File: src/rtl/parking_pkg.sv
`default_nettype none
// ============================================================================
//  Module      : parking_pkg
//  Description : Shared types and constants for the car-park occupancy
//                counter. Holds the direction FSM state encoding, the {A,B}
//                sensor pattern constants and the default counter sizing.
//  Revision    : 1.0 - initial release
// ============================================================================
package parking_pkg;

    // Default occupancy counter sizing (MAX_CARS must fit in CNT_W bits).
    localparam int CNT_W_DEF    = 4;
    localparam int MAX_CARS_DEF = 15;

    // Synchronised sensor patterns, ordered {a_s, b_s}; 1 = beam blocked.
    localparam logic [1:0] S_00 = 2'b00;
    localparam logic [1:0] S_10 = 2'b10;
    localparam logic [1:0] S_11 = 2'b11;
    localparam logic [1:0] S_01 = 2'b01;

    // Direction FSM states. ENx follow an entering car (outer beam first),
    // EXx follow a leaving car (inner beam first). ERR absorbs illegal jumps.
    typedef enum logic [2:0] {
        IDLE = 3'd0,
        EN1  = 3'd1,
        EN2  = 3'd2,
        EN3  = 3'd3,
        EX1  = 3'd4,
        EX2  = 3'd5,
        EX3  = 3'd6,
        ERR  = 3'd7
    } state_t;

endpackage : parking_pkg
`default_nettype wire

File: src/rtl/parking_dir_fsm.sv
`default_nettype none
// ============================================================================
//  Module      : parking_dir_fsm
//  Description : Direction-detecting FSM for the two-beam gate. Follows the
//                synchronised {a_s,b_s} pattern along the entry path
//                00->10->11->01->00 or the exit path 00->01->11->10->00,
//                allowing dwell and one-step back-ups. Emits a one-cycle
//                car_in / car_out pulse, combinationally, in the cycle the
//                completing 00 is seen, so the counter updates on the same
//                edge the FSM returns to IDLE.
//  Ports       : clk     - system clock
//                reset   - synchronous active-high reset (to IDLE)
//                a_s     - synchronised outer sensor
//                b_s     - synchronised inner sensor
//                car_in  - one-cycle pulse, complete entry
//                car_out - one-cycle pulse, complete exit
//  Revision    : 1.0 - initial release
// ============================================================================
module parking_dir_fsm
    import parking_pkg::*;
(
    input  logic clk,
    input  logic reset,
    input  logic a_s,
    input  logic b_s,
    output logic car_in,
    output logic car_out
);

    state_t     state_q;
    state_t     state_d;
    logic [1:0] ab_w;

    assign ab_w = {a_s, b_s};

    always_ff @(posedge clk) begin
        if (reset) begin
            state_q <= IDLE;
        end else begin
            state_q <= state_d;
        end
    end

    // Every state first checks for "unchanged" (hold), then the legal
    // forward/backward neighbours and 00; anything else is an illegal jump.
    always_comb begin
        state_d = state_q;
        car_in  = 1'b0;
        car_out = 1'b0;
        case (state_q)
            IDLE: begin
                case (ab_w)
                    S_00:    state_d = IDLE;
                    S_10:    state_d = EN1;
                    S_01:    state_d = EX1;
                    default: state_d = ERR;
                endcase
            end
            EN1: begin
                case (ab_w)
                    S_10:    state_d = EN1;
                    S_11:    state_d = EN2;
                    S_00:    state_d = IDLE;
                    default: state_d = ERR;
                endcase
            end
            EN2: begin
                case (ab_w)
                    S_11:    state_d = EN2;
                    S_01:    state_d = EN3;
                    S_10:    state_d = EN1;
                    default: state_d = IDLE;   // S_00: abort
                endcase
            end
            EN3: begin
                case (ab_w)
                    S_01:    state_d = EN3;
                    S_11:    state_d = EN2;
                    S_00: begin
                        state_d = IDLE;
                        car_in  = 1'b1;
                    end
                    default: state_d = ERR;
                endcase
            end
            EX1: begin
                case (ab_w)
                    S_01:    state_d = EX1;
                    S_11:    state_d = EX2;
                    S_00:    state_d = IDLE;
                    default: state_d = ERR;
                endcase
            end
            EX2: begin
                case (ab_w)
                    S_11:    state_d = EX2;
                    S_10:    state_d = EX3;
                    S_01:    state_d = EX1;
                    default: state_d = IDLE;   // S_00: abort
                endcase
            end
            EX3: begin
                case (ab_w)
                    S_10:    state_d = EX3;
                    S_11:    state_d = EX2;
                    S_00: begin
                        state_d = IDLE;
                        car_out = 1'b1;
                    end
                    default: state_d = ERR;
                endcase
            end
            default: begin                      // ERR: wait for a clear gate
                if (ab_w == S_00) begin
                    state_d = IDLE;
                end
            end
        endcase
    end

endmodule : parking_dir_fsm
`default_nettype wire

File: src/rtl/parking_lot_top_module.sv
`default_nettype none
// ============================================================================
//  Module      : parking_lot_top_module
//  Description : Car-park occupancy counter. Synchronises the asynchronous
//                A (outer) and B (inner) beam sensors through two flops
//                each, feeds them to the direction FSM and keeps a
//                saturating occupancy count (0 .. MAX_CARS).
//  Ports       : clk     - system clock, rising edge
//                reset   - synchronous active-high reset
//                A       - outer sensor, 1 = blocked, asynchronous
//                B       - inner sensor, 1 = blocked, asynchronous
//                no_cars - registered current occupancy
//  Revision    : 1.0 - initial release
// ============================================================================
module parking_lot_top_module
    import parking_pkg::*;
#(
    parameter int CNT_W    = CNT_W_DEF,
    parameter int MAX_CARS = MAX_CARS_DEF
) (
    input  logic             clk,
    input  logic             reset,
    input  logic             A,
    input  logic             B,
    output logic [CNT_W-1:0] no_cars
);

    localparam logic [CNT_W-1:0] CNT_MAX  = CNT_W'(MAX_CARS);
    localparam logic [CNT_W-1:0] CNT_ONE  = CNT_W'(1);
    localparam logic [CNT_W-1:0] CNT_ZERO = '0;

    // Two-flop synchronisers, bit 1 = A, bit 0 = B.
    logic [1:0]       sync1_q;
    logic [1:0]       sync2_q;
    logic             car_in_w;
    logic             car_out_w;
    logic [CNT_W-1:0] count_q;
    logic [CNT_W-1:0] count_d;

    always_ff @(posedge clk) begin
        if (reset) begin
            sync1_q <= 2'b00;
            sync2_q <= 2'b00;
        end else begin
            sync1_q <= {A, B};
            sync2_q <= sync1_q;
        end
    end

    parking_dir_fsm u_dir_fsm (
        .clk     (clk),
        .reset   (reset),
        .a_s     (sync2_q[1]),
        .b_s     (sync2_q[0]),
        .car_in  (car_in_w),
        .car_out (car_out_w)
    );

    // Saturating counter: increments stop at MAX_CARS, decrements at 0.
    // car_in and car_out come from distinct FSM states, so never coincide.
    always_comb begin
        count_d = count_q;
        if (car_in_w && (count_q < CNT_MAX)) begin
            count_d = count_q + CNT_ONE;
        end else if (car_out_w && (count_q != CNT_ZERO)) begin
            count_d = count_q - CNT_ONE;
        end
    end

    always_ff @(posedge clk) begin
        if (reset) begin
            count_q <= CNT_ZERO;
        end else begin
            count_q <= count_d;
        end
    end

    assign no_cars = count_q;

endmodule : parking_lot_top_module
`default_nettype wire

File: config.mk
export PLATFORM = sky130hd
export DESIGN_NAME = parking_lot_top_module
export DESIGN_NICKNAME = d
export VERILOG_FILES = /design/src/rtl/parking_pkg.sv /design/src/rtl/parking_dir_fsm.sv /design/src/rtl/parking_lot_top_module.sv
export SDC_FILE = /design/constraint.sdc
export NUM_CORES = 1
export LEC_CHECK = 0
export CORE_ASPECT_RATIO = 1.4
export CORE_MARGIN = 8
export CORE_UTILIZATION = 38
export CTS_BUF_LIST = sky130_fd_sc_hd__clkbuf_4 sky130_fd_sc_hd__clkbuf_8 sky130_fd_sc_hd__clkbuf_16
export CTS_CLUSTER_SIZE = 40
export DETAILED_ROUTE_END_ITERATION = 16
export PLACE_DENSITY = 0.59
export SKIP_CTS_REPAIR_TIMING = 1
export SLEW_MARGIN = 10
export SYNTH_ARGS = -nofsm -noshare
export SYNTH_HDL_FRONTEND = slang
export SYNTH_SLANG_ARGS = --single-unit
File: constraint.sdc
create_clock -name clk -period 3.4 [get_ports clk]
set_input_delay 0.51 -clock clk [delete_from_list [all_inputs] [get_ports clk]]
set_output_delay 0.51 -clock clk [all_outputs]
set_load 0.01 [all_outputs]
After elaboration in Yosys (flattened, before gate mapping). Index checks and enable logic that the tools add are counted.

Register bits: 11. Input port bits: 4. Logic and storage cells: 37.

Add/subtract/negate cells: 2. Magnitude comparators: 1. Eq/ne operators: 9. Multiplexer cells: 14. Reductions and logical operators: 7.

Operators by type and width (count): $pmux W3 S3 (6); $pmux W3 S7 (1); $eq A3 B3 Y1 const B (3); $mux W4 (2); $reduce_bool A8 Y1 (1); $eq A3 B2 Y1 const B (2); $pmux W2 S3 (1); $add A4 B1 Y4 const B (1); $eq A2 B2 Y1 const B (2); $lt A4 B4 Y1 const B (1); $reduce_bool A4 Y1 (1); $sub A4 B1 Y4 const B (1); $eq A3 B1 Y1 const B (1); $logic_not A3 Y1 (1); $mux W1 (3); $mux W3 (1); $eq A2 B1 Y1 const B (1); $logic_and A1 B1 Y1 (2); $logic_not A2 Y1 (1); $reduce_bool A2 Y1 (1).

Longest topological paths before layout. Gate-level depths: netlist (run 1).

Depth after elaboration: 6. Gate-level depth with buffers: 8. Depth with buffers taken out: 8.

Cells and area by module. From an unflattened synthesis (run 1), not the netlist that was laid out.

Cells, all modules: 86. Area, all modules: 782.0 sq um.

Modules (own cells, without submodules): parking_dir_fsm (instances 1, cells an instance 52, area each 392.9 sq um, seq. area each 60.1 sq um); parking_lot_top_module (instances 1, cells an instance 34, area each 389.1 sq um, seq. area each 160.2 sq um).

Worst setup path before layout (run 1). Ideal clock, no wire load.

Path type: reg-to-reg. Start point: reg sync2_q[0]. End point: reg count_q[3], in the netlist no_cars[3]. Arrival time: 1994 ps. Data required time: 3279 ps. Setup slack: 1285 ps. Stages on the path, launching flop included: 9. Period minus slack after synthesis: 2115 ps. Path through: dfxtp_1 -> inv_1 -> ha_1 -> nand4_1 -> ha_1 -> a21o_1 -> a21oi_1 -> mux2i_1 -> mux2_2.

Word-level cells in the longest chain between the ends: 5.

RTL lines: start: declaration (line parking_lot_top_module.sv:34) `logic [1:0] sync2_q;`; start signal: assignment (line parking_lot_top_module.sv:46) `sync2_q <= sync1_q;`; $logic_not A2 Y1 (*) (line parking_dir_fsm.sv:76, parking_dir_fsm.sv:103); $mux W1 (*) (line parking_dir_fsm.sv:76, parking_dir_fsm.sv:103); $mux W1 (line parking_dir_fsm.sv:50) `case (state_q)`; $logic_and A1 B1 Y1 (on tied branches) (line parking_lot_top_module.sv:63, parking_lot_top_module.sv:65); $mux W4 or $reduce_bool A2 Y1 (tied branches); end signal: assignment (line parking_lot_top_module.sv:74) `count_q <= count_d;`; end: declaration (line parking_lot_top_module.sv:37) `logic [CNT_W-1:0] count_q;`.

Mark *: on every way between the ends. The rest lies on a longest branch, timed or not. A chain may end at the register's enable or synchronous reset.

Worst setup path in the final report (run 1). Same ends and word-level chain as after synthesis.

==> results of run 1 <==
## report_power, final
part / total (mW) / switching, mW / internal, mW
clock network: 0.0990 / 0.0456 / 0.0534
logic: 0.0283 / 0.0134 / 0.0149
registers: 0.139 / 0.00601 / 0.133
total: 0.266 / 0.0651 / 0.201
## final cells by class
class | instances | share of cell area
repair buffers | 7 | 0.08116
clock buffers | 4 | 0.03478
flip-flops and latches | 11 | 0.2551
inverters | 5 | 0.02174
multi-input cells | 63 | 0.5768
well taps | 21 | 0.03043
## metrics by stage
step	area, µm²	hold WS, ps
CTS	863.3	444.8
global placement	833.3	418.4
global route	863.3	461.6
finish	863.3	438.1
floorplan	772.0	413.8
detailed placement	833.3	428.1
## worst max-delay path, cell delays in order (launching register included)
cell and delay (ps):
dfxtp_1 340, inv_1 130, ha_1 280, nand4_1 230
ha_1 350, a21o_1 170, a21oi_1 170, mux2i_1 210
mux2_2 340
## layer usage
layer | vias to the layer above | routed length [µm]
met3 | 4 | 31
li1 | 312 | -
met4 | 0 | 29
met1 | 300 | 632
met5 | - | 0
met2 | 9 | 824
## layout by cell type, fill, tap and decap left out, types with 3 or more instances in the layout
master and n:
dfxtp_1 11, inv_1 5, nand2_1 5, ha_1 9, clkdlybuf4s50_1 7, clkbuf_4 4
nor2b_1 6, a21oi_1 5, nand4_1 3, nor2_1 5
## sequential cells by signal, summed over array words and instances (netlist names)
register and flops:
sync2_q 2, sync1_q 2, no_cars 4, u_dir_fsm.state_q 3
## path summary, 6_finish.rpt
| kind | cells past startpoint | slack [ps] | from | to |
|---|---|---|---|---|
| setup / recovery | 8 | 1080 | sync2_q[0] | no_cars[3] |
| hold / removal | 1 | 440 | sync1_q[0] | sync2_q[0] |
| setup reg to reg | 8 | 1080 | sync2_q[0] | no_cars[3] |
| hold reg to reg | 1 | 440 | sync1_q[0] | sync2_q[0] |
## kinds of logic (layout without fill, tap and decap cells)
logic type | Yosys count | in the layout | synth area share
compound gates | 20 | 20 | 0.1848
xor+xnor | 1 | 1 | 0.01135
fa+ha+maj | 10 | 10 | 0.1718
buf+inv | 9 | 16 | 0.06969
flops | 11 | 11 | 0.2852
mux | 4 | 4 | 0.06969
simple gates | 28 | 28 | 0.2075
==> impl_metrics.toml, run 1 <==
[outcome]
run_status = "finished, final reports clean"

[pwr]
leakage_nw = 0.3357
power_mw = 0.2659
power_per_cell_area_nw_per_um2 = 308.0
ir_drop_mv = 0.2034

[grt]
track_usage = 0.08907
overflow = 0
grt_pass1_wl_mm = 2.628
met3_usage = 0.01502
grt.busiest_layer = "met2"
use_met2 = 0.1462
antenna_found_initial = 0
use_met1 = 0.09913
grt_max_degree = 15
first_global_vias = 587

[drt]
firstDrtPassIters = 4
wl_per_cell_um = 13.67
viasPerCell = 5.631
drt_wl_total_mm = 1.517
drcViolationCount = 0
vias = 625
drt_iter0_drc = 11
antenna_left = 0

[timing]
rsz0062_at_grt = "false"
worst_pin_slew_ps = 443.5
fin_crit_ps = 2323
finalHoldViolCount = 0
fmax_mhz = 430.5
finalSetupTns_ps = 0
fin_ws_ps = 1077
slew_viol_final = 0
finalCritPeriodShare = 0.6832
clock-skew-final_ps = 5.127
setup_viol = 0
slew_headroom = 0.7040

[die]
dieArea_um2 = 3750
pin_count = 8
die_w_um = 54.10
start_util = 0.3960
num_rows = 19
chipHeight_um = 69.33
core-area_um2 = 1949

[clocking]
cts_sinks = 11
clk_path_buf_depth = 2
cts_root_buf = "clkbuf_4"
cts_htree_levels = 1
cts_made_buffers = 3
clk_pin_slew_ps = 80
cts_tree = "built"
clkLatencyLatePin_ps = 270

[setup_path]
crit_required_ps = 3560
critical_path_class = "flip-flop to flip-flop"
cp.arrival_ps = 2490
cp_max_fo = 5
crit_path_end_kind = "flip-flop"
startpoint_type = "flip-flop"

[job]
maxCapViolations = 0

[yosys]
netlist_area_um2 = 772.0
synth_top_flop_cell = "dfxtp_1"
yosysSeqAreaShare = 0.2853
synth_top_area_cell = "dfxtp_1"
synth_async_sr_flop_share = 0
postSynthCellCount = 83
synth_top_cell_area_share = 0.2853
yosysMostFrequentCell = "dfxtp_1"
ys_types = 36
avgSynthCellArea_um2 = 9.301
synth_area_leaders = "dfxtp_1, ha_1, nor2b_1"
syn-num-nets = 97
synthTopCellsByCount = "dfxtp_1, ha_1, nor2b_1"
ys.warnings.count = 0
synth_edf_count = 0
ys_ff_latch = 11

[finish]
multi_input_area_um2 = 498.0
instances_no_fill = 111
antenna_cells = 0
fill_cells = 203
syn_to_final_growth_pct = 11.83
fin_nets = 105
final_util = 0.4429
drive_gt1_frac = 0.08889
register_area_um2 = 220.2

[placed_design]
dp.final_hpwl_mm = 1.190
pre_cts_ws_ps = 1075
gp_congestion = 0.7900
portBuffers = 7
dp.cells = 107

[worst_hold_path]
min_path_type = "flip-flop to flip-flop"
No activity file was read; power rests on OpenSTA's default activity.
==> run 2: changes to the inputs <==
- PLACE_DENSITY: 0.59 -> 0.61
- clock period: 3.4 -> 1.9 ns (I/O delays scaled with it)
==> run 2 against run 1 <==
The run now ends with setup timing left. Critical path depth did not move. Largest power group unchanged. Global-route usage up 0.81 points. Sequential share of layout area down 3.5 points. Highest routed layer unchanged. Clock skew increased by 0.74 ps. Non-clock buffer count grew 17. Register-to-register slack worse by 1100 ps. Critical path type unchanged.
==> impl_metrics.toml, run 2 (synthesis gave the netlist of run 1 again) <==
[timing]
setup_viol = 1
slew_headroom = 0.8373
clock-skew-final_ps = 5.868
slew_viol_final = 0
fmax_mhz = 524.5
fin_crit_ps = 1906
finalHoldViolCount = 0
rsz0062_at_grt = "true"
fin_ws_ps = -6.467
finalCritPeriodShare = 1.003
worst_pin_slew_ps = 242.0

[drt]
drcViolationCount = 0
drt_iter0_drc = 8
viasPerCell = 5.305
firstDrtPassIters = 3
wl_per_cell_um = 12.81
antenna_left = 0
drt_wl_total_mm = 1.640
vias = 679

[worst_hold_path]
min_path_type = "flip-flop to flip-flop"
worstHoldStart = "sync1_q[1]"

[die]
start_util = 0.3960
pin_count = 8
chipHeight_um = 69.33
die_w_um = 54.10
num_rows = 19
core-area_um2 = 1949
dieArea_um2 = 3750

[grt]
grt_pass1_wl_mm = 2.849
antenna_found_initial = 0
overflow = 0
first_global_vias = 675
track_usage = 0.09717
grt_max_degree = 14

[finish]
drive_gt1_frac = 0.2804
final_common_cell = "buf_4"
syn_to_final_growth_pct = 30.63
instances_no_fill = 128
layout_common_cells = "buf_4, dfxtp_1, ha_1, clkdlybuf4s50_1, nor2b_1"
final_cell_area_um2 = 1008
fin_nets = 122
largest_register_ff_count = 4
antenna_cells = 0

[clocking]
clkLatencyLatePin_ps = 270
cts_tree = "built"
clk_path_buf_depth = 2
cts_htree_levels = 1
cts_root_buf = "clkbuf_4"
clk_pin_slew_ps = 70
cts_sinks = 11
cts_made_buffers = 3

[pwr]
pwr-share-comb = 0.158
leakage_nw = 0.4226
power_frac_clock = 0.350
p_sw_mw = 0.1133
power_per_cell_area_nw_per_um2 = 483.5
ir_drop_mv = 0.4362
p_int_mw = 0.3743
seqPwrFrac = 0.493
power_mw = 0.4875
switching_share = 0.2324

[placed_design]
gp_congestion = 0.8340
post_dp_cell_area_um2 = 952.2
dp.final_hpwl_mm = 1.289
portBuffers = 7
dp.cells = 122
pre_cts_ws_ps = -90.73

[setup_path]
worstReg2RegStart = "sync2_q[1]"
startpoint_type = "flip-flop"
crit_required_ps = 2060
crit_path_end_kind = "flip-flop"
cp-startpoint = "sync2_q[1]"
ff2ff_setup_slack_ps = -6
critical_path_class = "flip-flop to flip-flop"
cp_max_fo = 2
cp.arrival_ps = 2070

[outcome]
run_status = "finished with violations"
violations = "setup timing"

[job]
maxCapViolations = 0
[run 2: path summary, 6_finish.rpt]
path                 to  cells past startpoint
min reg2reg  sync2_q[1]                      1
max reg2reg  no_cars[3]                      8
min          sync2_q[1]                      1
max          no_cars[3]                      8
[run 2: area by class of cell]
type                       count  area, µm²
multi-input combinational     63      514.2
sequential                    11      221.5
clock buffer                   4      30.03
tap                           21      26.28
inverter                       5      18.77
fill                         191      940.9
timing repair buffer          24      197.7
[run 2: per-stage QoR]
step,TNS [ps],util,hold WS [ps]
after global placement,-25.28,0.4884,433.1
final,-6.467,0.5173,434.3
after CTS,-100.3,0.5039,439.3
after global routing,-128.1,0.5173,449.9
after detailed placement,-90.73,0.4884,423.9
after floorplan,-153.4,-,413.2
[run 2: metal layers]
layer | routed length [µm] | track usage | vias to the layer above
met1 | 690 | 0.1041 | 317
met3 | 24 | 0.01288 | 7
li1 | - | - | 347
met2 | 867 | 0.1630 | 8
met5 | 0 | 0 | -
met4 | 59 | 0.06593 | 0
[run 2: worst max-delay path, cell delays in order, from the launching register on]
cell	delay, ps
dfxtp_2	320
inv_2	70
ha_4	130
nand4_1	120
buf_4	160
ha_1	300
a21oi_2	140
mux2i_1	210
mux2_2	340
[run 2: power by group through the flow]
stage          clock [mW]  sequential (mW)  combinational (mW)
2_1_floorplan           0            0.247              0.0461
6_report            0.170            0.240              0.0769
3_5_place_dp            0            0.245              0.0740
5_1_grt             0.193            0.241              0.0860
3_3_place_gp            0            0.245              0.0726
4_1_cts             0.180            0.240              0.0749
